$ cat src/rtl/key_input_conditioner.sv
// Keypad front end: per-switch synchroniser and debouncer, shift-prefix
// resolution, and a one-entry valid/ready token holding register.
module key_input_conditioner #(
  parameter int unsigned DEBOUNCE = 16
) (
  input  logic       clk,
  input  logic       rst,
  input  logic       swp0,
  input  logic       swp1,
  input  logic       swp2,
  input  logic       swp3,
  input  logic       swp4,
  input  logic       swp5,
  input  logic       swp6,
  input  logic       swp7,
  input  logic       swp8,
  input  logic       swp9,
  input  logic       sht,
  input  logic       key_ready,
  output logic       key_valid,
  output logic [3:0] key_digit,
  output logic       key_shift,
  output logic       shift_armed,
  output logic       key_overrun
);

  localparam int unsigned NIN = 11;
  localparam int unsigned SHT = 10;
  localparam int unsigned CW  = $clog2(DEBOUNCE + 1);
  localparam logic [CW-1:0] CNT_LAST = CW'(DEBOUNCE - 1);

  typedef enum logic {
    IDLE  = 1'b0,
    ARMED = 1'b1
  } state_t;

  logic [NIN-1:0] raw_c;
  logic [NIN-1:0] sync1_q, sync2_q;
  logic [NIN-1:0] stable_q, stable_d;
  logic [NIN-1:0] prev_q;
  logic [NIN-1:0] ignore_q, ignore_d;
  logic [NIN-1:0] press_q, press_d;
  logic [CW-1:0]  cnt_q [NIN];
  logic [CW-1:0]  cnt_d [NIN];
  logic [1:0]     warm_q, warm_d;
  logic           warm_c;

  state_t         state_q, state_d;
  logic           valid_q, valid_d;
  logic [3:0]     digit_q, digit_d;
  logic           shift_q, shift_d;
  logic           ovr_q, ovr_d;
  logic           tok_vld;
  logic [3:0]     tok_dig;
  logic           tok_shift;

  assign raw_c = {sht, swp9, swp8, swp7, swp6, swp5, swp4, swp3, swp2, swp1, swp0};

  // Debounce: a level change is taken only after DEBOUNCE consecutive differing samples.
  always_comb begin
    stable_d = stable_q;
    for (int unsigned i = 0; i < NIN; i++) begin
      cnt_d[i] = '0;
      if (sync2_q[i] != stable_q[i]) begin
        if (cnt_q[i] == CNT_LAST) stable_d[i] = sync2_q[i];
        else                      cnt_d[i]    = cnt_q[i] + CW'(1);
      end
    end
  end

  // A switch held through reset stays masked until it is seen released.
  always_comb begin
    warm_d   = (warm_q == 2'd2) ? warm_q : warm_q + 2'd1;
    warm_c   = (warm_q == 2'd2);
    ignore_d = ignore_q & ~(~stable_q & ~sync2_q & {NIN{warm_c}});
    press_d  = stable_q & ~prev_q & ~ignore_q;
  end

  // Shift FSM next state, token formation and holding-register update.
  always_comb begin
    state_d   = state_q;
    valid_d   = valid_q;
    digit_d   = digit_q;
    shift_d   = shift_q;
    ovr_d     = ovr_q;
    tok_dig   = 4'd0;
    tok_shift = 1'b0;
    tok_vld   = |press_q[9:0];
    for (int i = 9; i >= 0; i--) begin
      if (press_q[i]) tok_dig = 4'(i);
    end
    if (tok_vld) begin
      tok_shift = (state_q == ARMED) ^ press_q[SHT];
      state_d   = IDLE;
    end else if (press_q[SHT]) begin
      state_d = (state_q == IDLE) ? ARMED : IDLE;
    end
    if (valid_q && key_ready) valid_d = 1'b0;
    if (tok_vld) begin
      if (!valid_q || key_ready) begin
        valid_d = 1'b1;
        digit_d = tok_dig;
        shift_d = tok_shift;
      end else begin
        ovr_d = 1'b1;
      end
    end
  end

  always_ff @(posedge clk) begin
    if (rst) begin
      sync1_q  <= '0;
      sync2_q  <= '0;
      stable_q <= '0;
      prev_q   <= '0;
      ignore_q <= '1;
      press_q  <= '0;
      cnt_q    <= '{default: '0};
      warm_q   <= 2'd0;
      state_q  <= IDLE;
      valid_q  <= 1'b0;
      digit_q  <= 4'd0;
      shift_q  <= 1'b0;
      ovr_q    <= 1'b0;
    end else begin
      sync1_q  <= raw_c;
      sync2_q  <= sync1_q;
      stable_q <= stable_d;
      prev_q   <= stable_q;
      ignore_q <= ignore_d;
      press_q  <= press_d;
      cnt_q    <= cnt_d;
      warm_q   <= warm_d;
      state_q  <= state_d;
      valid_q  <= valid_d;
      digit_q  <= digit_d;
      shift_q  <= shift_d;
      ovr_q    <= ovr_d;
    end
  end

  assign key_valid   = valid_q;
  assign key_digit   = digit_q;
  assign key_shift   = shift_q;
  assign shift_armed = (state_q == ARMED);
  assign key_overrun = ovr_q;

endmodule

$ cat config.mk
export PLATFORM = sky130hd
export DESIGN_NAME = key_input_conditioner
export DESIGN_NICKNAME = d
export VERILOG_FILES = /design/src/rtl/key_input_conditioner.sv
export SDC_FILE = /design/constraint.sdc
export NUM_CORES = 1
export LEC_CHECK = 0
export BUFFER_PORTS_ARGS = -buffer_cell sky130_fd_sc_hd__buf_2
export CAP_MARGIN = 30
export CELL_PAD_IN_SITES_DETAIL_PLACEMENT = 0
export CELL_PAD_IN_SITES_GLOBAL_PLACEMENT = 1
export CORE_MARGIN = 2
export CORE_UTILIZATION = 35
export DETAILED_ROUTE_END_ITERATION = 10
export HOLD_SLACK_MARGIN = 0.15
export MAX_ROUTING_LAYER = met4
export PLACE_DENSITY = 0.65
export SLEW_MARGIN = 10
export SYNTH_ARGS = -nofsm -noshare
export SYNTH_HDL_FRONTEND = slang
export SYNTH_SLANG_ARGS = --single-unit
$ cat constraint.sdc
create_clock -name clk -period 4.1 [get_ports clk]
set_clock_uncertainty 0.15 [all_clocks]
set_input_delay 0 -clock clk [delete_from_list [all_inputs] [get_ports clk]]
set_output_delay 0 -clock clk [all_outputs]
set_load 0.01 [all_outputs]
==> metrics.md, run 1 <==
| Metric | Value |
|---|---|
| Total Wirelength | 7310 um |
| Met2 routed WL | 3423 um |
| Mapped Cells | 485 |
| Max Fanout on Critical Path | 33 |
| Mapped Nets | 533 |
| Synth Area in Simple Gates | 22.04% |
| Vias/cell | 4.385 |
| Setup violations, final | 0 |
| Fin. max-slew vios | 0 |
| IO Pins | 22 |
| Xor/xnor share of the synthesized area | 4.466% |
| Critical path class | primary input to flop |
| Power Dens Cells | 509.6 nW/um2 |
| Vias in the first global route | 3179 |
| Avg Cell Area, Syn | 9.705 um2 |
| Max Cap Viol | 0 |
| Maximum VDD drop | 0.2906 mV |
| HP Class | primary input to flop |
| Detailed placement HPWL | 4834 um |
| Number of diodes | 0 |
| Max H-tree Level | 4 |
| Global Route Usage Sum | 12.03% |
| Post-Synth Adder-Cell Area | 9.038% |
| Most frequent cells in the layout | 131 x dfxtp_1, 77 x nor2_1, 44 x nand2_1 |
| Max Root-Sink Buffers | 2 |
| Share of cells above drive strength 1 | 9.872% |
| Seq/Total Area, Yosys | 55.72% |
| Antenna violations before repair | 0 |
| Setup crit end kind | flop |
| Setup TNS | 0 ns |
| Detailed-route DRC error count | 0 |
| Place WS | 2.308 ns |
| Worst skew pair latency | 0.41 ns |
| First-pass GRT wire length | 13230 um |
| TritonCTS clock tree | done |
| Clock Root Buffer | clkbuf_16 |
| ANT nets after route | 0 |
| DR WL/cell | 10.11 um |
| Die area | 14390 um2 |
| Max layer used | met4 |
| Netlist Area Pre-Place | 4707 um2 |
| Slew headroom | 58.57% |
| Leading cell type in the layout, fill and taps excluded | dfxtp_1 |
| Post-layout util | 43.71% |
| Clock sinks | 131 |
| Hold Path End | sync1_q[4]$_SDFF_PP0_ |
| Fillers | 1246 |
| Least-Margin Pin Slew | 0.6215 ns |
| CORE AREA | 13190 um2 |
| Final #Nets | 585 |
| Die height | 120.0 um |
| Wl on met1 | 3388 um |
| Synth-to-layout area growth | 22.49% |
| Worst Path Arrival | 1.99 ns |
| Number of synthesis warnings | 0 |
| Worst Hold Launch | swp4 |
| RR Startpoint | press_q[0]$_SDFF_PP0_ |
| R2R cell count | 4 |
| Num CTS Buffers | 17 |
| Remaining global-route overflow | 0 |
| Req. time, crit path | 4.25 ns |
| R2R Path End | key_valid$_SDFF_PP0_ |
| Fin. Hold Viols | 0 |
| Die Wd | 120.0 um |
| P_leak | 0.002337 uW |
| Area occupied by multi-input gates | 1899 um2 |
| DR vias | 3170 |
| Initial DRC count | 140 |
| #FFs+latches synth | 131 |
| FF/Latch Area | 2623 um2 |
| First-pass DRT Iterations | 4 |
| Final WS setup | 2.259 ns |
| CP Launch Type | primary input |
| Reg clk slew, reported paths | 0.05 ns |
| Worst R2R Setup Slack | 2.28 ns |
| Port-buffer cells | 21 |
| Compound-gate portion of the synthesized area | 4.811% |
| RSZ-0062 raised after global routing | false |
| Main combinational cell family by area after synthesis | simple AND/OR/NAND/NOR gates |
| Routability cong. | 0.7334 |
| Hold path depth | 3 |
| Tcrit/Tclk final | 44.90% |
| Setup Fix Bufs, Post-CTS | 0 |
| Initial Util | 35.69% |
| Rows | 42 |
| Period minus WS final | 1.841 ns |
| Mux share of post-synthesis cell area | 0% |
| Largest net degree at the start of global routing | 34 |
| Synth cell types | 31 |
| Status | complete, no violations |
| FMAX | 543.2 MHz |
| Met3 WL post-DR | 294 um |
==> synthesized netlist by cell type <==
library cell | number | area share [%]
ha_1 | 34 | 9.0
and2_1 | 1 | 0.13
nand2b_1 | 2 | 0.27
a31oi_1 | 2 | 0.27
xnor2_1 | 12 | 2.2
nor4_4 | 2 | 0.90
clkbuf_1 | 3 | 0.24
a31o_1 | 1 | 0.19
a21o_1 | 11 | 1.8
and3_1 | 21 | 2.8
nor3b_1 | 1 | 0.16
a211oi_1 | 1 | 0.16
a21oi_2 | 1 | 0.19
and2b_1 | 1 | 0.16
inv_1 | 36 | 2.9
nor2b_1 | 23 | 3.1
nor4_1 | 11 | 1.5
o311ai_0 | 1 | 0.19
buf_2 | 7 | 0.74
nor2_1 | 77 | 6.1
o21ai_0 | 1 | 0.11
nand2_1 | 44 | 3.5
buf_1 | 1 | 0.080
nand2b_4 | 1 | 0.29
dfxtp_1 | 131 | 56
a21oi_1 | 17 | 1.8
nor3_1 | 5 | 0.53
o31ai_1 | 1 | 0.16
nand3_1 | 23 | 2.4
xor2_1 | 12 | 2.2
or3b_2 | 1 | 0.19
==> cell type report <==
| type | instances | area share (%) |
|---|---|---|
| multi-input cells | 307 | 32.94 |
| flip-flops and latches | 131 | 45.49 |
| repair buffers | 44 | 5.729 |
| well taps | 176 | 3.819 |
| clock inverters | 6 | 1.389 |
| clock buffers | 23 | 8.290 |
| inverters | 36 | 2.344 |
==> sequential cells by signal (all words and copies together), names as in the netlist <==
signal,cells
key_overrun,1
key_digit,4
key_valid,1
shift_armed,1
sync2_q,11
key_shift,1
warm_q,2
stable_q,11
press_q,11
sync1_q,11
prev_q,11
ignore_q,11
cnt_q,55
==> repair_timing <==
action                                  4_1_cts  5_1_grt
gates resized for setup                       0        0
hold buffers                                 21        0
endpoints found under the setup margin        0        0
endpoints found under the hold margin        61        0
==> worst max-delay path, cell delays in order <==
cell	delay [ns]
dlygate4sd3_1	0.53
buf_2	0.38
buf_4	0.40
nor2b_1	0.09
dlygate4sd3_1	0.57
==> worst max-delay path by stage <==
stage	depth (start not counted)	end	slack (ns)	from
2_1_floorplan	5	cnt_q[52]$_SDFF_PP0_	2.40	cnt_q[50]$_SDFF_PP0_
3_3_place_gp	5	cnt_q[50]$_SDFF_PP0_	2.36	cnt_q[50]$_SDFF_PP0_
3_5_place_dp	5	cnt_q[53]$_SDFF_PP0_	2.31	cnt_q[50]$_SDFF_PP0_
4_1_cts	4	key_valid$_SDFF_PP0_	2.27	press_q[0]$_SDFF_PP0_
5_1_grt	5	sync1_q[3]$_SDFF_PP0_	2.15	rst
6_report	5	sync1_q[9]$_SDFF_PP0_	2.26	rst
==> cells by family (layout without fill, tap and decap cells) <==
| logic type | Yosys count | in the layout |
|---|---|---|
| compound gates | 36 | 36 |
| simple gates | 213 | 213 |
| flops | 131 | 131 |
| xor+xnor | 24 | 24 |
| buf+inv | 47 | 109 |
| fa+ha+maj | 34 | 34 |
==> through the flow <==
stage | std cells | hold WS, ns | instance area (um2) | total power [uW]
2_1_floorplan | 485 | -0.02182 | 4707 | 1491
3_3_place_gp | 673 | 0.05989 | 4997 | 1521
3_5_place_dp | 673 | 0.06450 | 4997 | 1530
4_1_cts | 723 | 0.1641 | 5766 | 2980
5_1_grt | 723 | 0.1840 | 5766 | 3075
6_report | 723 | 0.1827 | 5766 | 2938
==> metal layers <==
metal	GRT usage, %	up-vias
met4	7.279	0
met3	4.610	20
li1	-	1694
met5	-	-
met2	18.96	31
met1	12.79	1425
==> where the power goes <==
group          internal, uW  total (uW)  switching (uW)
registers              1330        1360            26.8
logic                  75.4         157            81.3
clock network           927        1420             497
Note: power is estimated with default switching activity, not from simulation.
==> run 2, diff against run 1 <==
PLACE_DENSITY = 0.67   (was 0.65)
clock period = 1.58 ns   (was 4.1 ns; I/O delays follow)
==> metrics.md, run 2 (synthesis gave the netlist of run 1 again) <==
| Metric | Value |
|---|---|
| Top reg by flops | cnt_q |
| Buffer and inverter count on the worst path | 0 |
| Period minus WS final | 1.538 ns |
| FMAX | 650.0 MHz |
| DR vias | 3242 |
| Crit-path cells | ha_4 -> and3_4 -> ha_2 -> or3b_4 -> nor2_1 |
| Total Wirelength | 7801 um |
| R2R Path End | cnt_q[50]$_SDFF_PP0_ |
| Hold path depth | 3 |
| Initial Util | 35.69% |
| Power Dens Cells | 1385 nW/um2 |
| First-pass GRT wire length | 13450 um |
| RR Startpoint | cnt_q[50]$_SDFF_PP0_ |
| Fin. Hold Viols | 0 |
| Setup violations, final | 0 |
| Largest net degree at the start of global routing | 46 |
| Detailed placement HPWL | 4962 um |
| Req. time, crit path | 1.77 ns |
| Max Fanout on Critical Path | 5 |
| Die height | 120.0 um |
| Detailed-route DRC error count | 0 |
| Tcrit/Tclk final | 97.37% |
| Number of diodes | 0 |
| Critical path class | flop to flop |
| Routability cong. | 0.7057 |
| IO Pins | 22 |
| Setup crit end kind | flop |
| TritonCTS clock tree | done |
| First-pass DRT Iterations | 4 |
| Rows | 42 |
| Max Cap Viol | 0 |
| Num CTS Buffers | 17 |
| DR WL/cell | 10.58 um |
| Final WS setup | 0.04160 ns |
| Hold slack | 0.1849 ns |
| R2R cell count | 5 |
| Vias in the first global route | 3311 |
| Worst skew pair latency | 0.41 ns |
| ANT nets after route | 0 |
| HP Class | primary input to flop |
| Place WS | -0.02747 ns |
| Max incr delay on CP | 0.40 ns |
| Hold Path End | sync1_q[4]$_SDFF_PP0_ |
| Status | complete, no violations |
| Maximum VDD drop | 0.6824 mV |
| Max Root-Sink Buffers | 2 |
| Most frequent cells in the layout | 129 x dfxtp_1, 66 x nor2_1, 36 x inv_1 |
| RSZ-0062 raised after global routing | true |
| Max H-tree Level | 4 |
| Slew headroom | 73.06% |
| Reg clk slew, reported paths | 0.06 ns |
| Crit path max-delay family | simple AND/OR/NAND/NOR gates |
| P_leak | 0.002459 uW |
| Antenna violations before repair | 0 |
| Final #Nets | 596 |
| Leading cell type in the layout, fill and taps excluded | dfxtp_1 |
| Slowest-stage cell, CP | or3b_4 |
| Total Power | 8445 uW |
| CORE AREA | 13190 um2 |
| Fillers | 1240 |
| Clock sinks | 131 |
| Least-Margin Pin Slew | 0.3990 ns |
| Worst R2R Setup Slack | 0.04 ns |
| Vias/cell | 4.399 |
| Worst Hold Launch | swp4 |
| Die Wd | 120.0 um |
| Port-buffer cells | 21 |
| Clock Root Buffer | clkbuf_16 |
| Synth-to-layout area growth | 29.51% |
| Fin. max-slew vios | 0 |
| Remaining global-route overflow | 0 |
| Global Route Usage Sum | 11.89% |
| Worst Path Arrival | 1.73 ns |
| Share of cells above drive strength 1 | 16.76% |
| Die area | 14390 um2 |
| Setup TNS | 0 ns |
| Initial DRC count | 72 |
| Max FFs per register | 55 |
| CP Launch Type | flop |
run 2: cell count changes in the layout (fill, tap and decap cells not counted), sizes merged:
cell and change:
inv +1, clkbuf -1, clkinvlp +2, buf +8, clkinv -1, bufinv +4, dlygate4sd3 +1
run 2: final cells by class:
type	instances	area (um2)	share of cell area [%]
multi-input cells	307	1972	32.35
clock inverters	12	226.5	3.715
clock buffers	20	456.7	7.492
well taps	176	220.2	3.612
inverters	36	135.1	2.217
flip-flops and latches	131	2625	43.06
repair buffers	55	460.4	7.553
run 2: where the power goes:
| group | switching [uW] | total [uW] | leakage [uW] | internal [uW] |
|---|---|---|---|---|
| clock | 1410 | 4460 | 0.000327 | 3050 |
| combinational | 224 | 462 | 0.00107 | 238 |
| sequential | 70.6 | 3520 | 0.00106 | 3450 |
run 2: worst reg2reg max path: cells and delay by family, from the launching register on:
kind / cells / cell delay (ns)
fa+ha+maj: 2 / 0.33
flops: 1 / 0.33
simple gates: 3 / 0.66
run 2: worst max path at each step:
stage | start | endpoint | cells after the start
global placement | cnt_q[50]$_SDFF_PP0_ | cnt_q[52]$_SDFF_PP0_ | 5
global route | press_q[6]$_SDFF_PP0_ | key_digit[1]$_SDFFE_PP0P_ | 4
finish | cnt_q[50]$_SDFF_PP0_ | cnt_q[50]$_SDFF_PP0_ | 5
floorplan | cnt_q[50]$_SDFF_PP0_ | cnt_q[52]$_SDFF_PP0_ | 5
detailed placement | cnt_q[50]$_SDFF_PP0_ | cnt_q[52]$_SDFF_PP0_ | 5
CTS | cnt_q[50]$_SDFF_PP0_ | cnt_q[51]$_SDFF_PP0_ | 5
run 2: stage by stage:
stage | instances | cell area [um2] | util [%]
after floorplan | 485 | 4710 | -
final | 737 | 6096 | 46.22
after global placement | 682 | 5092 | 38.61
after CTS | 736 | 6007 | 45.54
after detailed placement | 682 | 5092 | 38.61
after global routing | 737 | 6096 | 46.22
run 2: what timing repair did:
| item | 4_1_cts | 5_1_grt |
|---|---|---|
| endpoints found under the setup margin | 5 | 46 |
| buffers inserted | 0 | 0 |
| resized for setup | 4 | 23 |
| endpoints found under the hold margin | 82 | 0 |
| pin swaps | 4 | 6 |
| gates cloned | 0 | 1 |
| hold buffers | 22 | 0 |
run 2: routing by layer:
| layer | global-route usage (%) | up-vias | routed length, um |
|---|---|---|---|
| li1 | - | 1717 | - |
| met1 | 12.52 | 1488 | 3582 |
| met2 | 20.03 | 26 | 3842 |
| met3 | 3.707 | 11 | 259 |
| met4 | 6.176 | 0 | 116 |
| met5 | - | - | 0 |
==> run 3, diff against run 2 <==
CORE_UTILIZATION = 42   (was 35)
PLACE_DENSITY = 0.77   (was 0.67)
==> metrics.md, run 3 (synthesis gave the netlist of run 1 again) <==
| Metric | Value |
|---|---|
| Routability cong. | 0.8102 |
| Num CTS Buffers | 17 |
| Status | complete, no violations |
| RR Startpoint | cnt_q[50]$_SDFF_PP0_ |
| Leading cell type in the layout, fill and taps excluded | dfxtp_1 |
| Hold path depth | 4 |
| Top reg by flops | cnt_q |
| Max Fanout on Critical Path | 5 |
| Final #Nets | 597 |
| Req. time, crit path | 1.88 ns |
| Worst Hold Launch | key_ready |
| Detailed placement HPWL | 4864 um |
| CP Launch Type | flop |
| Slew headroom | 72.73% |
| Largest net degree at the start of global routing | 43 |
| Total net switching power | 1688 uW |
| Place WS | -0.02328 ns |
| Maximum VDD drop | 0.9064 mV |
| Antenna violations before repair | 0 |
| Vias in the first global route | 3252 |
| Detailed-route DRC error count | 0 |
| Worst Path Arrival | 1.83 ns |
| Setup Fix Bufs, Post-CTS | 0 |
| IO Pins | 22 |
| Global Route Usage Sum | 14.81% |
| Setup TNS | 0 ns |
| R2R Path End | cnt_q[50]$_SDFF_PP0_ |
| FMAX | 655.6 MHz |
| Tcrit/Tclk final | 96.53% |
| Gate power share | 5.6% |
| Worst R2R Setup Slack | 0.05 ns |
| Number of diodes | 0 |
| Fin. max-slew vios | 0 |
| Period minus WS final | 1.525 ns |
| Reg power frac | 43.3% |
| Die Wd | 109.9 um |
| Initial DRC count | 73 |
| Critical path class | flop to flop |
| Rows | 38 |
| Synth-to-layout area growth | 27.94% |
| TritonCTS clock tree | done |
| Final non-filler cell total | 702 |
| ANT nets after route | 0 |
| Setup crit end kind | flop |
| First-pass DRT Iterations | 4 |
| Remaining global-route overflow | 0 |
| Port-buffer cells | 21 |
| Max H-tree Level | 4 |
| Clock Root Buffer | clkbuf_8 |
| Die area | 12070 um2 |
| Sw Ratio | 20.75% |
| Reg clk slew, reported paths | 0.06 ns |
| R2R cell count | 5 |
| Vias/cell | 4.684 |
| Fin. Hold Viols | 0 |
| Setup violations, final | 0 |
| Final WS setup | 0.05476 ns |
| Total Wirelength | 7560 um |
| CORE AREA | 10890 um2 |
| Share of cells above drive strength 1 | 18.15% |
| Most frequent cells in the layout | 130 x dfxtp_1, 63 x nor2_1, 36 x inv_1 |
| Hold slack | 0.2011 ns |
| HP Class | primary input to flop |
| Hold Path End | key_valid$_SDFF_PP0_ |
| Least-Margin Pin Slew | 0.4039 ns |
| Internal power | 6447 uW |
| Worst skew pair latency | 0.52 ns |
| Clock power frac | 51.1% |
| Max Root-Sink Buffers | 2 |
| Clock sinks | 131 |
| Max Cap Viol | 0 |
| First-pass GRT wire length | 13370 um |
| DR WL/cell | 10.77 um |
| Max FFs per register | 55 |
| Total Power | 8135 uW |
| P_leak | 0.002414 uW |
| Inst Count DP | 646 |
| Die height | 109.9 um |
| DR vias | 3288 |
| Initial Util | 43.23% |
| Power Dens Cells | 1351 nW/um2 |
-- run 3: cell count changes in the layout (fill, tap and decap cells not counted) --
cell and delta:
bufinv_16 -1, clkbuf_16 -2, clkinv_2 +2, ha_2 +7, dfxtp_2 -1, dlygate4sd3_1 +2
buf_2 +1, nor2_1 -3, clkbuf_4 -1, dfxtp_1 +1, ha_1 -7, nor2_2 +3
-- run 3: layer usage --
layer / part of all wire (%) / up-vias / track usage, %
li1: - / 1721 / -
met1: 44 / 1529 / 15.21
met2: 51 / 27 / 25.07
met3: 4.1 / 11 / 5.216
met4: 1.4 / 0 / 7.324
met5: 0 / - / -
-- run 3: worst max-delay path by stage --
stage | start | end | slack (ns) | depth (start not counted)
6_report | cnt_q[50]$_SDFF_PP0_ | cnt_q[50]$_SDFF_PP0_ | 0.05 | 5
3_5_place_dp | cnt_q[50]$_SDFF_PP0_ | cnt_q[53]$_SDFF_PP0_ | -0.02 | 5
5_1_grt | cnt_q[35]$_SDFF_PP0_ | cnt_q[35]$_SDFF_PP0_ | -0.02 | 6
4_1_cts | cnt_q[50]$_SDFF_PP0_ | cnt_q[54]$_SDFF_PP0_ | 0.001 | 5
3_3_place_gp | cnt_q[50]$_SDFF_PP0_ | cnt_q[53]$_SDFF_PP0_ | 0.02 | 5
2_1_floorplan | cnt_q[50]$_SDFF_PP0_ | cnt_q[52]$_SDFF_PP0_ | 0.005 | 5
-- run 3: worst max-delay path, cell delays in order, from the launching register on --
cell and delay [ns]:
dfxtp_2 0.32, ha_2 0.18, and3_4 0.15, ha_4 0.15
or3b_4 0.41, nor2_2 0.11
-- run 3: power groups by stage --
stage | combinational, uW | clock (uW) | sequential, uW
6_report | 457 | 4160 | 3520
5_1_grt | 520 | 4390 | 3540
2_1_floorplan | 293 | 0 | 3580
4_1_cts | 467 | 4250 | 3520
3_3_place_gp | 387 | 0 | 3580
3_5_place_dp | 409 | 0 | 3590
-- run 3: layout make-up --
class | instances | area (um2)
Sequential cell | 131 | 2624
Multi-Input combinational cell | 307 | 1997
Timing Repair Buffer | 56 | 452.9
Clock inverter | 13 | 206.4
Fill cell | 964 | 4866
Inverter | 36 | 135.1
Tap cell | 140 | 175.2
Clock buffer | 19 | 431.7
-- run 3: per-stage QoR --
step / util, % / cell area, um2
after global placement: 46.36 / 5047
after global routing: 55.31 / 6022
after floorplan: - / 4710
final: 55.31 / 6022
after detailed placement: 46.36 / 5047
after CTS: 55.03 / 5992
-- run 3: repair_timing --
item,4_1_cts,5_1_grt
hold endpoints to repair,131,0
gates resized for setup,3,32
hold buffers,30,0
endpoints found under the setup margin,5,50
pin swaps,5,7
